### src/rtl/tx_controller_mouth.sv
// tx_controller_mouth: serial frame transmitter.
// Frame layout, MSB first: preamble 16'hAAAA, SFD 8'hAB, {dest_id, my_id}, tx_len,
// payload bytes, and CRC-8 (poly 0x07, init 0x00) computed over the payload bits.
// One bit is driven per clock. All outputs are registered.
// Optional feature: define TX_IFG_EN to add a 16-cycle inter-frame gap after each frame.
module tx_controller_mouth (
  input  logic         clk,
  input  logic         rst_n,
  input  logic         tx_start,
  input  logic [127:0] tx_data,
  input  logic [3:0]   tx_len,
  input  logic [1:0]   dest_id,
  input  logic [1:0]   my_id,
  output logic         tx_line,
  output logic         tx_busy,
  output logic         tx_done,
  output logic         tx_err,
  output logic [3:0]   fsm_state
);

  typedef enum logic [3:0] {
    S_IDLE     = 4'd0,
    S_PREAMBLE = 4'd1,
    S_SFD      = 4'd2,
    S_ADDR     = 4'd3,
    S_LEN      = 4'd4,
    S_PAYLOAD  = 4'd5,
    S_CRC      = 4'd6,
    S_DONE     = 4'd7,
    S_IFG      = 4'd8
  } state_t;

  localparam logic [7:0] SFD_BYTE = 8'hAB;

  state_t         state_r;
  logic [7:0]     cnt_r;
  logic [7:0]     crc_r;
  logic [127:0]   data_r;
  logic [3:0]     len_r;
  logic [3:0]     addr_r;
  logic           line_r;
  logic           busy_r;
  logic           done_r;
  logic           err_r;

  logic [7:0]     pay_last_s;
  logic [7:0]     pay_idx_s;
  logic           pay_first_s;
  logic           pay_next_s;
  logic [2:0]     byte_idx_s;
  logic [1:0]     nib_idx_s;

  // One CRC-8 step (x^8+x^2+x+1) for a single serial input bit.
  function automatic logic [7:0] crc8_step(input logic [7:0] crc, input logic din);
    logic fb;
    fb = crc[7] ^ din;
    crc8_step = {crc[6:0], 1'b0} ^ (fb ? 8'h07 : 8'h00);
  endfunction

  // The serial payload is data_r[8L-1:0] sent MSB first, so payload bit k is data_r[8L-1-k].
  assign pay_last_s  = {1'b0, len_r, 3'b000} - 8'd1;
  assign pay_idx_s   = pay_last_s - cnt_r - 8'd1;
  assign pay_first_s = data_r[pay_last_s[6:0]];
  assign pay_next_s  = data_r[pay_idx_s[6:0]];
  // Index of the next bit inside 8-bit (SFD, CRC) and 4-bit (addr, len) fields.
  assign byte_idx_s  = 3'd6 - cnt_r[2:0];
  assign nib_idx_s   = 2'd2 - cnt_r[1:0];

  // Frame sequencer: tx_line always shows the bit of the state/counter it moves to.
  always_ff @(posedge clk or negedge rst_n) begin
    if (!rst_n) begin
      state_r <= S_IDLE;
      cnt_r   <= 8'd0;
      crc_r   <= 8'd0;
      data_r  <= 128'd0;
      len_r   <= 4'd0;
      addr_r  <= 4'd0;
      line_r  <= 1'b0;
      busy_r  <= 1'b0;
      done_r  <= 1'b0;
      err_r   <= 1'b0;
    end else begin
      done_r <= 1'b0;
      err_r  <= 1'b0;
      case (state_r)
        S_IDLE: begin
          line_r <= 1'b0;
          busy_r <= 1'b0;
          cnt_r  <= 8'd0;
          if (tx_start) begin
            if (tx_len != 4'd0) begin
              data_r  <= tx_data;
              len_r   <= tx_len;
              addr_r  <= {dest_id, my_id};
              state_r <= S_PREAMBLE;
              line_r  <= 1'b1;
              busy_r  <= 1'b1;
            end else begin
              err_r <= 1'b1;
            end
          end
        end
        S_PREAMBLE: begin
          if (cnt_r == 8'd15) begin
            state_r <= S_SFD;
            cnt_r   <= 8'd0;
            line_r  <= SFD_BYTE[7];
          end else begin
            // 0xAAAA: bit k+1 is 1 exactly when k is odd.
            cnt_r  <= cnt_r + 8'd1;
            line_r <= cnt_r[0];
          end
        end
        S_SFD: begin
          if (cnt_r == 8'd7) begin
            state_r <= S_ADDR;
            cnt_r   <= 8'd0;
            line_r  <= addr_r[3];
          end else begin
            cnt_r  <= cnt_r + 8'd1;
            line_r <= SFD_BYTE[byte_idx_s];
          end
        end
        S_ADDR: begin
          if (cnt_r == 8'd3) begin
            state_r <= S_LEN;
            cnt_r   <= 8'd0;
            line_r  <= len_r[3];
          end else begin
            cnt_r  <= cnt_r + 8'd1;
            line_r <= addr_r[nib_idx_s];
          end
        end
        S_LEN: begin
          if (cnt_r == 8'd3) begin
            // CRC restarts from zero and absorbs the first payload bit as it is driven.
            state_r <= S_PAYLOAD;
            cnt_r   <= 8'd0;
            line_r  <= pay_first_s;
            crc_r   <= crc8_step(8'h00, pay_first_s);
          end else begin
            cnt_r  <= cnt_r + 8'd1;
            line_r <= len_r[nib_idx_s];
          end
        end
        S_PAYLOAD: begin
          if (cnt_r == pay_last_s) begin
            state_r <= S_CRC;
            cnt_r   <= 8'd0;
            line_r  <= crc_r[7];
          end else begin
            cnt_r  <= cnt_r + 8'd1;
            line_r <= pay_next_s;
            crc_r  <= crc8_step(crc_r, pay_next_s);
          end
        end
        S_CRC: begin
          if (cnt_r == 8'd7) begin
            state_r <= S_DONE;
            cnt_r   <= 8'd0;
            line_r  <= 1'b0;
            busy_r  <= 1'b0;
            done_r  <= 1'b1;
          end else begin
            cnt_r  <= cnt_r + 8'd1;
            line_r <= crc_r[byte_idx_s];
          end
        end
        S_DONE: begin
          cnt_r  <= 8'd0;
          line_r <= 1'b0;
`ifdef TX_IFG_EN
          state_r <= S_IFG;
          busy_r  <= 1'b1;
`else
          state_r <= S_IDLE;
          busy_r  <= 1'b0;
`endif
        end
        S_IFG: begin
          line_r <= 1'b0;
          if (cnt_r == 8'd15) begin
            state_r <= S_IDLE;
            cnt_r   <= 8'd0;
            busy_r  <= 1'b0;
          end else begin
            cnt_r  <= cnt_r + 8'd1;
            busy_r <= 1'b1;
          end
        end
        default: begin
          state_r <= S_IDLE;
          cnt_r   <= 8'd0;
          line_r  <= 1'b0;
          busy_r  <= 1'b0;
        end
      endcase
    end
  end

  assign tx_line   = line_r;
  assign tx_busy   = busy_r;
  assign tx_done   = done_r;
  assign tx_err    = err_r;
  assign fsm_state = state_r;

endmodule

### config.mk
export PLATFORM = sky130hd
export DESIGN_NAME = tx_controller_mouth
export DESIGN_NICKNAME = d
export VERILOG_FILES = /design/src/rtl/tx_controller_mouth.sv
export SDC_FILE = /design/constraint.sdc
export NUM_CORES = 1
export LEC_CHECK = 0
export ABC_AREA = 1
export CORE_MARGIN = 8
export CORE_UTILIZATION = 25
export DETAILED_ROUTE_END_ITERATION = 10
export PLACE_DENSITY = 0.54
export SYNTH_ARGS = -nofsm -noshare
export SYNTH_HDL_FRONTEND = slang
export SYNTH_SLANG_ARGS = --single-unit
### constraint.sdc
create_clock -name clk -period 7.5 [get_ports clk]
set_clock_uncertainty 0.2 [all_clocks]
set_input_delay 1.5 -clock clk [delete_from_list [all_inputs] [get_ports clk]]
set_output_delay 1.5 -clock clk [all_outputs]
set_load 0.1 [all_outputs]
Word level (Yosys, flattened, before mapping)
Memories as Yosys holds them, arrays and structs flattened.
Index checks and enable logic that the tools add are counted.
Widths: inputs -> output; s select.
- add/subtract/negate cells: 6
- multiply operators: 0
- div/mod/pow operators: 0
- magnitude comparators: 4
- equality and inequality tests: 21
- shift-type cells: 0
- mux-type cells: 48
- bitwise gates (word level): 3
- reduce and logical (&&, ||, !) cells: 11
- operators with widths (kind ; count):
    $mux 8 ; 6
    $mux 4 ; 9
    $pmux 4 s8 ; 1
    $pmux 8 s4 ; 1
    $mux 1 ; 21
    $ne 2x2->1 const B ; 10
    $lt 7x8->1 const B ; 2
    $pmux 8 s2 ; 1
    $bmux 1 s7 ; 2
    $eq 4x3->1 const B ; 3
    $reduce_and 9->1 ; 1
    $add 8x1->8 const B ; 1
    $eq 4x2->1 const B ; 2
    $eq 8x2->1 const B ; 1
    $eq 8x3->1 const B ; 1
    $eq 8x4->1 const B ; 1
    $eq 8x8->1 ; 1
    $sub 7x1->8 const B ; 1
    $xor 8x3->8 ; 1
    $pmux 1 s7 ; 1
    $sub 7x1->7 const B ; 1
    $sub 7x7->7 ; 1
    $mux 3 ; 2
    $reduce_and 3->1 ; 2
    17 further kinds ; 20
- bits in registers: 160
- bits in latches: 0
- bits in writable memories: 0
- ROM bits: 8
- input port bits: 139
- output and inout port bits: 8
- logic and storage cells: 104
- memories: 1
- memories (name ; words ; width ; rd ports ; clocked after memory_dff ; write ports ; RTL line ; source):
    (no name shown) ; 8 ; 1 ; 1 ; 0 ; 0 ; 121 ; line_r <= SFD_BYTE[byte_idx_s];

Depth between registers and ports, before layout
- depth in word-level cells: 10
- depth in mapped cells: 20
- gate-level depth less buffers: 18

Worst setup path after synthesis
OpenSTA, ideal clock, no wires.
- path kind: input-to-reg
- from: in tx_len[2]
- to: reg addr_r[0]
- setup time: 0.125 ns
- data arrival time: 2.691 ns
- required time: 7.175 ns
- path slack: 4.485 ns
- cell stages on the path: 6
- buffers on the path: 2
- path through: inv_1 nand4_1 nand2_1 clkbuf_1 buf_2 mux2_2
- longest elaborated chain between the ends: 2
- RTL lines (element ; RTL line ; source):
    start: declaration ; 11 ; input logic [3:0] tx_len,
    $reduce_bool 4->1 ; 91 ; if (tx_len != 4'd0) begin
    $reduce_and 3->1 (no source line) ; - ;
    end signal: assignment ; 94 ; addr_r <= {dest_id, my_id};
    end: declaration ; 40 ; logic [3:0] addr_r;
No other way between the ends.
A chain may end at the register's enable or synchronous reset.

Worst setup path in the final report
- from: reg cnt_r[0]
- to: reg crc_r[0]
- longest elaborated chain between the ends: 9
- elaborated cells between the ends (all ways): 14
- those cells by class: 2 x add/sub; 4 x eq/ne; 5 x mux; 2 x bitwise; 1 x reduce/logical
- RTL lines (element ; RTL line ; source):
    start: declaration ; 36 ; logic [7:0] cnt_r;
    start signal: assignment ; 110 ; cnt_r <= cnt_r + 8'd1;
    start signal: assignment ; 120 ; cnt_r <= cnt_r + 8'd1;
    start signal: assignment ; 130 ; cnt_r <= cnt_r + 8'd1;
    $sub 7x7->7 ; 62 ; assign pay_idx_s = pay_last_s - cnt_r - 8'd1;
    $sub 7x1->7 ; 62 ;
    $bmux 1 s7 ; 64 ; assign pay_next_s = data_r[pay_idx_s[6:0]];
    $mux 1 (implied by the code) ; 64 ;
    $xor 1x1->1 ; 56 ; fb = crc[7] ^ din;
    $mux 3 ; 57 ; crc8_step = {crc[6:0], 1'b0} ^ (fb ? 8'h07 : 8'h00);
    $xor 8x3->8 ; 57 ;
    $mux 8 ; 147 ; if (cnt_r == pay_last_s) begin
    $pmux 8 s2 ; 85 ; case (state_r)
    end signal: assignment ; 140 ; crc_r <= crc8_step(8'h00, pay_first_s);
    end signal: assignment ; 154 ; crc_r <= crc8_step(crc_r, pay_next_s);
    end: declaration ; 37 ; logic [7:0] crc_r;
Parallel ways exist; a longest one is shown, timed or not. The select of a mux whose other input is x is not followed.

==> results.json <==
{
  "grt_util_met1_pct": 16.9,
  "worstPathRequired_ps": 7590,
  "gr-total-overflow": 0,
  "status": "complete, no violations",
  "post-route-drc-count": 0,
  "ant_nets": 0,
  "busiest_layer": "met2",
  "grt_first_pass_wirelength_mm": 38.1,
  "synth_seq_area_share_pct": 49.0,
  "period_share_pct": 55.5,
  "max-clock-path-buffers": 2,
  "insertion_delay_ps": 430,
  "setup_tns_ps": 0,
  "dp.cells": 1396,
  "cts_hold_buf": 0,
  "diodes": 0,
  "final_nets": 1118,
  "cp_max_fo": 78,
  "hpwl_mm": 16.7,
  "clock_sinks": 159,
  "synth_ff_type": "dfrtp_1",
  "drive_gt1_share_pct": 19.8,
  "yosysUniqueCellTypes": 39,
  "first_pass_iters": 5,
  "r2r_slack_ps": 3340,
  "path_class": "reg2reg",
  "cp_common_cell": "nand3_1",
  "cts_tree": "built",
  "cts_max_level": 4,
  "syn_area_mm2": 0.00811,
  "cp-end-kind": "flop",
  "path_clk_slew_ps": 70,
  "core_area_mm2": 0.0323,
  "rsz0062_at_grt": "false",
  "cts_setup_buffers": 0,
  "grt_pass1_vias": 6768,
  "synth_seq_cells": 159,
  "wl_mm": 24.2,
  "track_usage_pct": 12.6,
  "worst_pin_slew_ps": 1200,
  "yosysTopAreaCellShare_pct": 49.0,
  "design.die.area_mm2": 0.0385,
  "synth_cells": 847,
  "clock.fmax_mhz": 240,
  "crit_slowest_cell": "buf_4",
  "setup_viol": 0,
  "io_pins": 147,
  "leakage_uw": 0.00458,
  "reg2regPathDepth": 16,
  "initial_core_util_pct": 25.1,
  "via_per_inst": 4.47,
  "place_ws_ps": 3270,
  "drv_slew": 0,
  "dieHeight_um": 196,
  "portBuffers": 145,
  "cp-start-kind": "flop",
  "drt-initial-drc-count": 358,
  "relSlewSlack_pct": 19.5,
  "wire_per_inst_um": 16.9,
  "worst_slack_ps": 3340,
  "row_count": 66,
  "grt_util_met3_pct": 2.72,
  "numCtsBuffers": 17,
  "cts_resized": 0,
  "hp-class": "reg2reg",
  "antenna_found_initial": 0,
  "grt_start_max_net_pins": 92,
  "holdPathStages": 2,
  "hold_viol": 0,
  "gr-usage-met2_pct": 20.6,
  "synth_edf_count": 0,
  "cp_cell_sequence": "buf_4 > inv_2 > buf_4 > ha_1 > inv_2 > nand3_1 > nand3_1 > nand3_1 > nand3_1 > nand3_1 > nand3b_2 > nand2_2 > nand2_2 > nand3_2 > nand3_1 > o21ai_1",
  "finalPower_uw": 4550,
  "ir_worst_vdd_uv": 198,
  "vias": 6378,
  "ys_warn_count": 0,
  "netlist_top_cells_count": "nand2_1, dfrtp_1, nand3_1",
  "layout.cells.non_filler": 1428,
  "synth_most_common_cell": "nand2_1",
  "slowest_delay_ps": 650,
  "synth_nets": 992,
  "utilization_pct": 32.7,
  "synth.area.top_cells": "dfrtp_1, mux2_2, nand3_1",
  "ys_async_sr_fraction_pct": 100,
  "area_growth_pct": 30.0,
  "maxCapViolCount": 0,
  "arrival_ps": 4250,
  "clock-root-buffer": "clkbuf_16",
  "gp_congestion": 0.813,
  "avgSynthCellArea_um2": 9.58,
  "synth_largest_area_cell": "dfrtp_1",
  "die_x_um": 196,
  "power-per-cell-area_mw_per_mm2": 431,
  "period_needed_ps": 4160
}
[stage by stage]
step | area [µm²] | hold WS (ps)
CTS | 10500 | 307
detailed placement | 9950 | 293
floorplan | 8110 | 253
global placement | 9950 | 275
finish | 10500 | 297
global route | 10500 | 317
[state kept, by name (all words and copies together) (netlist names)]
signal / cells
data_r: 128
cnt_r: 8
crc_r: 8
addr_r: 4
len_r: 4
fsm_state: 3
tx_busy: 1
tx_done: 1
tx_err: 1
tx_line: 1
[logic make-up (layout without fill, tap and decap cells)]
| kind of cell | count (synthesis) | in the layout | share of synthesized area (%) |
|---|---|---|---|
| other | 1 | 1 | 0.0462 |
| buffers and inverters | 98 | 237 | 5.32 |
| xor gates and xnor gates | 8 | 8 | 0.956 |
| and+or+nand+nor | 388 | 388 | 21.3 |
| AOI/OAI and AO/OA | 55 | 55 | 4.09 |
| adders and majority gates | 6 | 6 | 0.925 |
| muxes | 132 | 132 | 18.3 |
| DFF | 159 | 159 | 49.0 |
[layer usage]
metal | routed length [µm] | vias up
li1 | - | 3126
met1 | 11500 | 3114
met2 | 11600 | 123
met3 | 963 | 15
met4 | 197 | 0
met5 | 0 | -
[layout make-up]
cell class / instances / area (µm²)
fill: 3328 / 21700
sequential: 159 / 3980
multi-input combinational: 590 / 3710
timing repair buffer: 152 / 1510
tap: 442 / 553
clock buffer: 20 / 437
inverter: 53 / 199
clock inverter: 12 / 160
[power breakdown]
group	total, µW	leakage [µW]	switching, µW	internal, µW
Sequential	1480	0.00196	222	1250
Combinational	2170	0.00235	1300	875
Clock	897	0.000277	370	527
Total	4550	0.00458	1890	2660
[layout by cell type (no fill, tap or decap), types with 9 or more instances in the layout]
| cell | netlist | layout |
|---|---|---|
| mux2_2 | 132 | 132 |
| nand2_1 | 186 | 185 |
| inv_2 | 9 | 9 |
| clkbuf_16 | 0 | 17 |
| nor3_1 | 10 | 10 |
| inv_1 | 44 | 44 |
| clkdlybuf4s50_1 | 0 | 144 |
| a21oi_1 | 17 | 17 |
| nor2_1 | 24 | 24 |
| o21ai_0 | 19 | 19 |
| nand3_1 | 150 | 150 |
| dfrtp_1 | 159 | 158 |
[final timing paths]
| check | start | endpoint |
|---|---|---|
| worst max-delay path | cnt_r[0] | crc_r[0] |
| worst min-delay path | crc_r[4] | crc_r[5] |
| worst max register to register | cnt_r[0] | crc_r[0] |
| worst min register to register | crc_r[4] | crc_r[5] |
| max in group asynchronous | rst_n | data_r[103] |
| min in group asynchronous | rst_n | data_r[107] |
[critical path: cells and delay by family (launching register included)]
| family | cells | cell delay (ps) |
|---|---|---|
| buffers and inverters | 4 | 1790 |
| flip-flops | 1 | 390 |
| AO/OA/AOI/OAI | 1 | 70 |
| AND/OR/NAND/NOR | 10 | 1120 |
| adder cells (fa/ha/maj) | 1 | 390 |
(Power assumes the default switching activity.)
